===== src/rtl/prio_arb_enc.sv =====
// Registered priority arbiter/encoder.
// N request lines compete for one shared resource. The winner is reported as a
// binary index (Y) and as a one-hot grant. A grant is held until the winner
// pulses done, drops its request, or EN goes low. MODE selects between fixed
// priority (highest index wins) and round-robin.
module prio_arb_enc #(
  parameter int N    = 8,
  parameter int W    = $clog2(N),
  parameter int MODE = 0
) (
  input  logic         clk,
  input  logic         rst,
  input  logic         EN,
  input  logic [N-1:0] Din,
  input  logic         done,
  output logic [W-1:0] Y,
  output logic [N-1:0] grant,
  output logic         valid
);

  typedef enum logic {
    IDLE = 1'b0,
    BUSY = 1'b1
  } state_e;

  state_e         state_q, state_d;
  logic [W-1:0]   y_q, y_d;
  logic [W-1:0]   last_q, last_d;
  logic [N-1:0]   grant_q, grant_d;

  logic [W-1:0]   win_s;
  logic           found_s;
  logic           release_s;
  int             start_s;
  int             idx_s;

  // Winner selection: fixed priority picks the highest set bit; round-robin
  // searches downward from last-1, wrapping to N-1 (modulo N, not 2^W).
  always_comb begin
    win_s   = {W{1'b0}};
    found_s = 1'b0;
    start_s = 0;
    idx_s   = 0;
    if (MODE == 0) begin
      for (int k = 0; k < N; k++) begin
        win_s = Din[k] ? W'(k) : win_s;
      end
    end else begin
      start_s = (last_q == {W{1'b0}}) ? (N - 1) : (int'(last_q) - 1);
      for (int k = 0; k < N; k++) begin
        idx_s = start_s - k;
        if (idx_s < 0) begin
          idx_s = idx_s + N;
        end else begin
          idx_s = idx_s;
        end
        if (!found_s && Din[idx_s]) begin
          win_s   = W'(idx_s);
          found_s = 1'b1;
        end else begin
          found_s = found_s;
        end
      end
    end
  end

  // A held grant ends on EN low, a done pulse, or the winner withdrawing.
  always_comb begin
    release_s = (!EN) || done || (!Din[y_q]);
  end

  // Next-state and datapath: Y holds its last value after release so the
  // index stays readable during the bubble cycle.
  always_comb begin
    state_d = state_q;
    y_d     = y_q;
    last_d  = last_q;
    grant_d = grant_q;
    case (state_q)
      IDLE: begin
        if (EN && (Din != {N{1'b0}})) begin
          state_d = BUSY;
          y_d     = win_s;
          last_d  = win_s;
          grant_d = {{(N-1){1'b0}}, 1'b1} << win_s;
        end else begin
          state_d = IDLE;
          grant_d = {N{1'b0}};
        end
      end
      BUSY: begin
        if (release_s) begin
          state_d = IDLE;
          grant_d = {N{1'b0}};
        end else begin
          state_d = BUSY;
        end
      end
      default: begin
        state_d = IDLE;
        grant_d = {N{1'b0}};
      end
    endcase
  end

  // State and datapath registers with synchronous reset (also clears the RR pointer).
  always_ff @(posedge clk) begin
    if (rst) begin
      state_q <= IDLE;
      y_q     <= {W{1'b0}};
      last_q  <= {W{1'b0}};
      grant_q <= {N{1'b0}};
    end else begin
      state_q <= state_d;
      y_q     <= y_d;
      last_q  <= last_d;
      grant_q <= grant_d;
    end
  end

  // Outputs come straight from registers.
  always_comb begin
    Y     = y_q;
    grant = grant_q;
    valid = (state_q == BUSY);
  end

endmodule


===== config.mk =====
export PLATFORM = sky130hd
export DESIGN_NAME = prio_arb_enc
export DESIGN_NICKNAME = d
export VERILOG_FILES = /design/src/rtl/prio_arb_enc.sv
export SDC_FILE = /design/constraint.sdc
export NUM_CORES = 1
export LEC_CHECK = 0
export CORE_MARGIN = 2
export CORE_UTILIZATION = 37
export DETAILED_ROUTE_END_ITERATION = 6
export GPL_ROUTABILITY_DRIVEN = 0
export PLACE_DENSITY = 0.71
export SETUP_SLACK_MARGIN = 0.4
export SLEW_MARGIN = 25
export SYNTH_ARGS = -nofsm -noshare
export SYNTH_HDL_FRONTEND = slang
export SYNTH_SLANG_ARGS = --single-unit

===== constraint.sdc =====
create_clock -name clk -period 1.6 [get_ports clk]
set_clock_uncertainty 0.1 [all_clocks]
set_input_delay 0.48 -clock clk [delete_from_list [all_inputs] [get_ports clk]]
set_output_delay 0.48 -clock clk [all_outputs]
set_load 0.05 [all_outputs]

==> qor.yml <==
outcome: "finished with violations"
violations: "negative setup slack"
firstDrtPassIters: 4
finalNonFillerCells: 127
wl_per_cell_um: 21.8
fin_ws_ns: -0.0239
yosysTopAreaCell: "dfxtp_1"
drive_gt1_share_pct: 76.6
relSlewSlack_pct: 76.8
cts-root-buf: "clkbuf_4"
n_fill_cell: 59
final_common_cell: "buf_4"
hold_viol: 0
cts_max_path_buffers: 2
diodes: 0
area_growth_pct: 127
ant_nets: 0
seqCellArea_um2: 265
antenna_found_initial: 0
power_density_nw_per_um2: 640
synth-async-reset-ratio_pct: 0
initial_core_util_pct: 40.0
grt_first_pass_wirelength_mm: 4.25
hpwl_mm: 1.41
port_buffers: 23
synth_area_per_cell_um2: 9.83
synth_top_area_share_pct: 39.4
crit_chain: "mux2_4, nor3b_4, nor4_4, buf_6, a22o_1"
cp_max_fo: 7
maxSlewViolCount: 0
synth_area_um2: 609
fmax_mhz: 616
io_pins: 24
multi_input_area_um2: 526
grt_pass1_vias: 856
ys_types: 29
hold_class: "flip-flop to flip-flop"
layout_common_cells: "buf_4 (19), buf_12 (12), dfxtp_2 (8), buf_6 (8), nor4_4 (5)"
yosysSeqAreaShare_pct: 39.4
rsz0062_at_grt: "yes"
std_cell_rows: 14
clock_sinks: 12
ys_seq_elements: 12
cts_hold_buffers: 0
path_clk_slew_ns: 0.09
grt_max_degree: 8
ir_drop_mv: 0.813
cp.required_ns: 1.69
fp.dieW_um: 44.6
core_um2: 1520
dp_cells: 113
period_share_pct: 101
cp_slowest_stage_delay_ns: 0.40
crit_path_end_kind: "flip-flop"
final_util_pct: 90.8
drc_errors: 0
htreeDepth: 1
synth_nets: 74
drt-initial-drc-count: 14
grt_remaining_overflow: 0
startpoint_type: "flip-flop"
tightest_slew_ns: 0.347
maxCapViolCount: 0
synth_edf_count: 0
fp.dieH_um: 44.6
wl_mm: 2.76
cellLeakagePower_nw: 0.555
num_vias: 780
design.die.area_um2: 1990
clk_latency_ns: 0.29
yosys_warnings: 0
dp_slack_ns: -0.619
setup_viol: 6
grt_util_all_layers_pct: 31.2
synth_cells: 62
worstPathArrival_ns: 1.71
synth.area.top_cells: "dfxtp_1 (39%), a32o_1 (4.9%), nor2_1 (4.3%)"
min_period_ns: 1.62
cts_tree: "yes"
critPathKind: "flip-flop to flip-flop"
cts_buffers: 3
slowest_stage: "dfxtp_4"
synth-main-ff-cell: "dfxtp_1"
viasPerCell: 6.14
nNetsFinal: 124
==> cell type report <==
type / instances / share of cell area (%)
clock buffers: 4 / 2.62
well taps: 16 / 1.45
inverters: 3 / 0.814
flip-flops and latches: 12 / 19.2
repair buffers: 46 / 38.0
multi-input cells: 46 / 38.0
==> report_power, final <==
group / switching (mW) / internal [mW] / leakage, nW
Combinational: 0.146 / 0.147 / 0.430
Clock: 0.119 / 0.139 / 0.0210
Sequential: 0.0267 / 0.309 / 0.104
==> through the flow <==
step	power, mW	hold WS (ns)	setup TNS (ns)	cell area [um^2]
floorplan	0.440	0.442	0	658
global placement	0.557	0.398	-6.35	1110
detailed placement	0.562	0.402	-6.58	1110
CTS	0.855	0.398	-0.0156	1320
global route	0.907	0.421	-0.267	1380
finish	0.885	0.411	-0.0845	1380
==> logic make-up (layout without fill, tap and decap cells) <==
kind of cell	after synthesis	after routing	synth area share, %
and+or+nand+nor	24	24	25.1
DFF	12	12	39.4
muxes	3	3	5.54
AOI/OAI and AO/OA	19	19	26.9
buffers and inverters	4	53	3.08
==> flip-flops by register name (all words and copies together), names as in the netlist <==
register  flops
valid         1
Y             3
grant         8
==> critical path: cells and delay by family (launching register included) <==
kind | cells | cell delay [ns]
buffers and inverters | 1 | 0.15
multiplexers | 1 | 0.32
flip-flops | 1 | 0.40
AND/OR/NAND/NOR | 2 | 0.34
AO/OA/AOI/OAI | 1 | 0.21
==> cell usage after synthesis, types with 2 or more instances <==
master     instances
inv_1              3
a22o_1             3
nor3b_1            2
nand2_1            2
dfxtp_1           12
a32o_1             3
o21bai_1           2
nor4_1             3
o2bb2ai_1          2
a21oi_1            3
or2_2              2
mux2_2             2
nor2_1             7
==> layer usage <==
metal	wire length (um)	share of wire (%)	track usage [%]
met4	165	6.0	21.8
met1	971	35	31.8
met2	1480	54	55.7
met5	0	0	0
met3	145	5.2	6.53
==> path summary, 6_finish.rpt <==
path,from,end,slack (ns),depth (start not counted)
setup reg to reg,Y[1],grant[2],-0.02,5
hold / removal,grant[6],grant[6],0.41,1
setup / recovery,Y[1],grant[2],-0.02,5
hold reg to reg,grant[6],grant[6],0.41,1
==> repair_timing <==
item	CTS	global route
gates resized for setup	73	18
pin swaps	14	9
hold endpoints to repair	0	0
setup buffers	6	4
endpoints found under the setup margin	24	24
(Power assumes the default switching activity.)
